### src/rtl/instr_fetch_if.sv
// Instruction-read port between the fetch stage (master) and the shared memory port (slave).
interface instr_fetch_if #(
    parameter int PC_W    = 16,
    parameter int INSTR_W = 16
);
    logic               mem_req;
    logic [PC_W-1:0]    mem_addr;
    logic               mem_gnt;
    logic               mem_rvalid;
    logic [INSTR_W-1:0] mem_rdata;

    modport master (
        output mem_req, mem_addr,
        input  mem_gnt, mem_rvalid, mem_rdata
    );

    modport slave (
        input  mem_req, mem_addr,
        output mem_gnt, mem_rvalid, mem_rdata
    );
endinterface

### src/rtl/instr_fetch.sv
// Fetch stage: holds the PC, issues single outstanding reads and hands words to decode.
// Optional stall counter is built when IF_STALL_CNT_EN is defined.
//
//  state   | meaning
//  --------+-------------------------------------------------------------
//  S_FETCH | request a read at pc unless execute owns the memory port
//  S_WAIT  | read granted, waiting for rvalid
//  S_HOLD  | instruction presented to decode until instr_ready
//  S_DRAIN | redirect hit an in-flight read; swallow its stale rvalid
module instr_fetch #(
    parameter int              PC_W     = 16,
    parameter int              INSTR_W  = 16,
    parameter logic [PC_W-1:0] RESET_PC = '0
) (
    input  logic               clk,
    input  logic               reset_n,
    instr_fetch_if.master      mem,
    input  logic               data_busy,
    output logic               instr_valid,
    input  logic               instr_ready,
    output logic [INSTR_W-1:0] instr_out,
    output logic [4:0]         opcode,
    output logic [PC_W-1:0]    instr_pc,
    output logic [PC_W-1:0]    pc_plus2,
    input  logic               redirect,
    input  logic [PC_W-1:0]    redirect_pc,
    output logic [15:0]        stall_cnt
);

    typedef enum logic [1:0] {S_FETCH, S_WAIT, S_HOLD, S_DRAIN} state_t;

    state_t          state, state_nxt;
    logic [PC_W-1:0] pc, pc_nxt, pc_inc;
    logic            req_c, load_ir, clr_valid;

    assign pc_inc = pc + PC_W'(2);

    always_comb begin
        state_nxt = state;
        pc_nxt    = pc;
        req_c     = 1'b0;
        load_ir   = 1'b0;
        clr_valid = 1'b0;
        case (state)
            S_FETCH: begin
                req_c = !data_busy;
                if (req_c && mem.mem_gnt) state_nxt = S_WAIT;
            end
            S_WAIT: begin
                if (mem.mem_rvalid) begin
                    state_nxt = S_HOLD;
                    load_ir   = 1'b1;
                    pc_nxt    = pc_inc;
                end
            end
            S_HOLD: begin
                if (instr_ready) begin
                    state_nxt = S_FETCH;
                    clr_valid = 1'b1;
                end
            end
            S_DRAIN: begin
                if (mem.mem_rvalid) state_nxt = S_FETCH;
            end
            default: state_nxt = S_FETCH;
        endcase

        // A redirect overrides everything; only a read still in flight forces a drain.
        if (redirect) begin
            load_ir   = 1'b0;
            clr_valid = 1'b1;
            pc_nxt    = {redirect_pc[PC_W-1:1], 1'b0};
            case (state)
                S_FETCH: state_nxt = (req_c && mem.mem_gnt) ? S_DRAIN : S_FETCH;
                S_WAIT,
                S_DRAIN: state_nxt = mem.mem_rvalid ? S_FETCH : S_DRAIN;
                default: state_nxt = S_FETCH;
            endcase
        end
    end

    // Gating with reset_n keeps the request low while reset is asserted.
    assign mem.mem_req  = req_c && reset_n;
    assign mem.mem_addr = pc;
    assign opcode       = instr_out[4:0];

    always_ff @(posedge clk or negedge reset_n) begin
        if (!reset_n) begin
            state       <= S_FETCH;
            pc          <= RESET_PC;
            instr_valid <= 1'b0;
            instr_out   <= '0;
            instr_pc    <= '0;
            pc_plus2    <= '0;
        end else begin
            state <= state_nxt;
            pc    <= pc_nxt;
            if (load_ir) begin
                instr_out   <= mem.mem_rdata;
                instr_pc    <= pc;
                pc_plus2    <= pc_inc;
                instr_valid <= 1'b1;
            end else if (clr_valid) begin
                instr_valid <= 1'b0;
            end
        end
    end

`ifdef IF_STALL_CNT_EN
    logic stall_hit;

    assign stall_hit = ((state == S_FETCH) && data_busy) ||
                       ((state == S_HOLD) && !instr_ready);

    always_ff @(posedge clk or negedge reset_n) begin
        if (!reset_n) begin
            stall_cnt <= '0;
        end else if (stall_hit && (stall_cnt != 16'hFFFF)) begin
            stall_cnt <= stall_cnt + 16'd1;
        end
    end
`else
    assign stall_cnt = 16'h0000;
`endif

endmodule

### src/flat_wrapper.sv
// flat-port wrapper written by rule: the top's interface ports become plain ports
module instr_fetch_flat 
#(
    parameter int              PC_W     = 16,
    parameter int              INSTR_W  = 16,
    parameter logic [PC_W-1:0] RESET_PC = '0
)
  (clk, reset_n, data_busy, instr_valid, instr_ready, instr_out, opcode, instr_pc, pc_plus2, redirect, redirect_pc, stall_cnt, mem_mem_req, mem_mem_addr, mem_mem_gnt, mem_mem_rvalid, mem_mem_rdata);
  instr_fetch_if #(.PC_W(PC_W), .INSTR_W(INSTR_W)) mem_i ();
  input  logic clk;
  input  logic reset_n;
  input  logic data_busy;
  output logic instr_valid;
  input  logic instr_ready;
  output logic [INSTR_W-1:0] instr_out;
  output logic [4:0] opcode;
  output logic [PC_W-1:0] instr_pc;
  output logic [PC_W-1:0] pc_plus2;
  input  logic redirect;
  input  logic [PC_W-1:0] redirect_pc;
  output logic [15:0] stall_cnt;
  output wire logic [$bits(mem_i.mem_req)-1:0] mem_mem_req;
  output wire logic [$bits(mem_i.mem_addr)-1:0] mem_mem_addr;
  input wire logic [$bits(mem_i.mem_gnt)-1:0] mem_mem_gnt;
  input wire logic [$bits(mem_i.mem_rvalid)-1:0] mem_mem_rvalid;
  input wire logic [$bits(mem_i.mem_rdata)-1:0] mem_mem_rdata;
  assign mem_mem_req = mem_i.mem_req;
  assign mem_mem_addr = mem_i.mem_addr;
  assign mem_i.mem_gnt = mem_mem_gnt;
  assign mem_i.mem_rvalid = mem_mem_rvalid;
  assign mem_i.mem_rdata = mem_mem_rdata;
  instr_fetch #(.PC_W(PC_W), .INSTR_W(INSTR_W), .RESET_PC(RESET_PC)) u_core (.clk(clk), .reset_n(reset_n), .mem(mem_i), .data_busy(data_busy), .instr_valid(instr_valid), .instr_ready(instr_ready), .instr_out(instr_out), .opcode(opcode), .instr_pc(instr_pc), .pc_plus2(pc_plus2), .redirect(redirect), .redirect_pc(redirect_pc), .stall_cnt(stall_cnt));
endmodule
### config.mk
export PLATFORM = sky130hd
export DESIGN_NAME = instr_fetch_flat
export DESIGN_NICKNAME = d
export VERILOG_FILES = /design/src/rtl/instr_fetch_if.sv /design/src/rtl/instr_fetch.sv /design/src/flat_wrapper.sv
export SDC_FILE = /design/constraint.sdc
export NUM_CORES = 1
export LEC_CHECK = 0
export BUFFER_PORTS_ARGS = -buffer_cell sky130_fd_sc_hd__buf_2
export CAP_MARGIN = 20
export CORE_MARGIN = 8
export CORE_UTILIZATION = 30
export DETAILED_ROUTE_END_ITERATION = 8
export HOLD_SLACK_MARGIN = 0.15
export MAX_ROUTING_LAYER = met4
export PLACE_DENSITY_LB_ADDON = 0.3
export SYNTH_ARGS = -nofsm -noshare
export SYNTH_HDL_FRONTEND = slang
export SYNTH_SLANG_ARGS = --single-unit
### constraint.sdc
create_clock -name clk -period 3.8 [get_ports clk]
set_input_delay 0 -clock clk [delete_from_list [all_inputs] [get_ports clk]]
set_output_delay 0 -clock clk [all_outputs]
set_load 0.01 [all_outputs]
==> impl_metrics.env <==
export IMPL_cts_sinks=64
export IMPL_leakagePower_nw=1.940
export IMPL_synthTopCellsByArea="dfrtp_1 (50%), mux2_2 (10%), buf_4 (7.2%)"
export IMPL_io_buffers=105
export IMPL_fin_ws_ns=1.629
export IMPL_syn_cell_area_um2=3226
export IMPL_netlist_instances=290
export IMPL_cp_arrival_ns=2.41
export IMPL_end_kind="register"
export IMPL_ctsHoldBuffers=36
export IMPL_critical_path_startpoint="u_core.state[1]"
export IMPL_min_period_ns=2.171
export IMPL_worstPathMaxFanout=29
export IMPL_hold_start="redirect"
export IMPL_instances_no_fill=562
export IMPL_criticalPathCategory="reg -> reg"
export IMPL_viasPerCell=4.377
export IMPL_cts_resized=0
export IMPL_hold_slack_ns=0.1655
export IMPL_reg2reg_depth=4
export IMPL_crit_required_ns=4.04
export IMPL_ant_nets=0
export IMPL_root_buffer="clkbuf_8"
export IMPL_die_h_um=119.7
export IMPL_synth_common_cells="dfrtp_1 (64), buf_4 (31), mux2_2 (29), nand2_1 (25), xnor2_1 (22)"
export IMPL_power_density_nw_per_um2=616.0
export IMPL_core_um2=10650
export IMPL_dr_pass1_iters=4
export IMPL_synthMostInstantiatedCell="dfrtp_1"
export IMPL_grt_pass1_vias=2613
export IMPL_hpwl_um=5968
export IMPL_drc=0
export IMPL_run_status="complete, no violations"
export IMPL_postSynthAreaPerCell_um2=11.12
export IMPL_final_nets=458
export IMPL_tightest_slew_ns=0.9582
export IMPL_synth_edff_count=0
export IMPL_cts_tree="yes"
export IMPL_ys_ff_latch=64
export IMPL_clk_pin_slew_ns=0.07
export IMPL_clockBufferDepth=2
export IMPL_cts_setup_buffers=0
export IMPL_rsz0062_at_grt="false"
export IMPL_antenna_found_initial=0
export IMPL_worst_clock_skew_ns=0.007228
export IMPL_grt_ovfl_total=0
export IMPL_finalCritPeriodShare=0.5713
export IMPL_worstHoldPathCells=3
export IMPL_n_antenna_cell=0
export IMPL_fmax_ghz=0.4607
export IMPL_top_layer_used="met4"
export IMPL_die_w_um=119.7
export IMPL_slew_headroom=0.3612
export IMPL_areaGrowthSynthToFinish_pct=32.27
export IMPL_worst_ir_drop_vdd_uv=322.5
export IMPL_hp_class="in -> reg"
export IMPL_grt_pass1_wl_um=13860
export IMPL_cp_start_kind="register"
export IMPL_drt_iter0_drc=114
export IMPL_insertion_delay_ns=0.34
export IMPL_ys_async_sr_fraction=1.000
export IMPL_place_inst=511
export IMPL_netlist_area_leader_share=0.4965
export IMPL_post_place_ws_ns=1.610
export IMPL_synth_warnings=0
export IMPL_final_hold_viol_count=0
export IMPL_drive_gt1_frac=0.3886
export IMPL_r2r_start="u_core.state[1]"
export IMPL_finalPower_w=0.002628
export IMPL_grt_max_degree=39
export IMPL_synth_seq_area_share=0.4965
export IMPL_gp_congestion=0.8064
export IMPL_synth_cell_types=38
export IMPL_io_pin_count=126
export IMPL_row_count=38
export IMPL_synth_largest_area_cell="dfrtp_1"
export IMPL_wl_met3_um=655
export IMPL_wl_per_cell_um=14.76
export IMPL_synth_top_flop_cell="dfrtp_1"
export IMPL_drv_cap=0
export IMPL_htree_levels=3
export IMPL_met1Wirelength_um=3752
export IMPL_start_util=0.3029
export IMPL_via_count=2460
export IMPL_drt_wl_total_um=8296
export IMPL_track_usage=0.1242
export IMPL_dieArea_um2=14330
export IMPL_cts_buffers_inserted=9
export IMPL_finalSetupViolCount=0
export IMPL_dr_wl_met2_um=3769
export IMPL_tns_ns=0
export IMPL_maxSlewViolCount=0
-- per-stage QoR --
stage | util | cell area, µm²
after floorplan | - | 3293
after global placement | 0.3472 | 3697
after detailed placement | 0.3472 | 3697
after CTS | 0.4006 | 4267
after global routing | 0.4006 | 4267
final | 0.4006 | 4267
-- worst max-delay path: stages (launching register included) --
cell and delay [ns]:
dfrtp_1 0.46, nand3b_4 0.33, nor2_4 0.60, buf_4 0.31, mux2_2 0.34
-- power by group --
group          switching [W]  leakage, nW  total, W  internal (W)
sequential          0.000167        0.769   0.00111      0.000946
combinational       0.000455         1.07  0.000884      0.000430
clock               0.000268        0.101  0.000631      0.000363
-- per-layer routing --
metal | GRT usage | vias to the layer above
met5 | - | -
met2 | 0.1862 | 105
met4 | 0.04684 | 0
li1 | - | 1197
met3 | 0.04274 | 11
met1 | 0.1515 | 1147
-- sequential cells by signal (all words and copies together) (netlist names) --
name and count:
u_core.pc_plus2 15, u_core.instr_pc 15, u_core.state 2, u_core.instr_valid 1
u_core.instr_out 16, u_core.mem.mem_addr 15
-- cells in the final DEF (no fill, tap or decap), types with 7 or more instances in the layout --
cell,instances
buf_2,105
nor2_1,19
a21oi_1,16
clkbuf_8,9
xnor2_1,22
mux2_2,29
nand2_1,25
o21ai_0,17
nor3_1,7
dlygate4sd3_1,36
dfrtp_1,64
conb_1,19
-- layout make-up --
class | count | area, µm²
fillers | 1078 | 6384
flip-flops and latches | 64 | 1602
inverters | 4 | 15.01
repair buffers | 143 | 900.9
multi-input cells | 196 | 1365
clock inverters | 6 | 85.08
well taps | 140 | 175.2
clock buffers | 9 | 123.9
-- logic make-up after synthesis --
logic type,after synthesis,synth area share
AOI/OAI and AO/OA,37,0.05741
xor gates and xnor gates,26,0.07059
adders and majority gates,1,0.003878
buffers and inverters,48,0.1012
DFF,64,0.4965
muxes,32,0.1109
other,1,0.001163
and+or+nand+nor,81,0.1583
-- worst paths after layout --
path	endpoint	slack (ns)
max reg2reg	u_core.instr_out[15]	1.63
min reg2reg	u_core.instr_out[6]	0.48
min	u_core.mem.mem_addr[13]	0.17
max in group asynchronous	u_core.pc_plus2[3]	2.66
max	u_core.instr_out[15]	1.63
min in group asynchronous	u_core.instr_out[13]	0.19
Note: power is estimated with default switching activity, not from simulation.
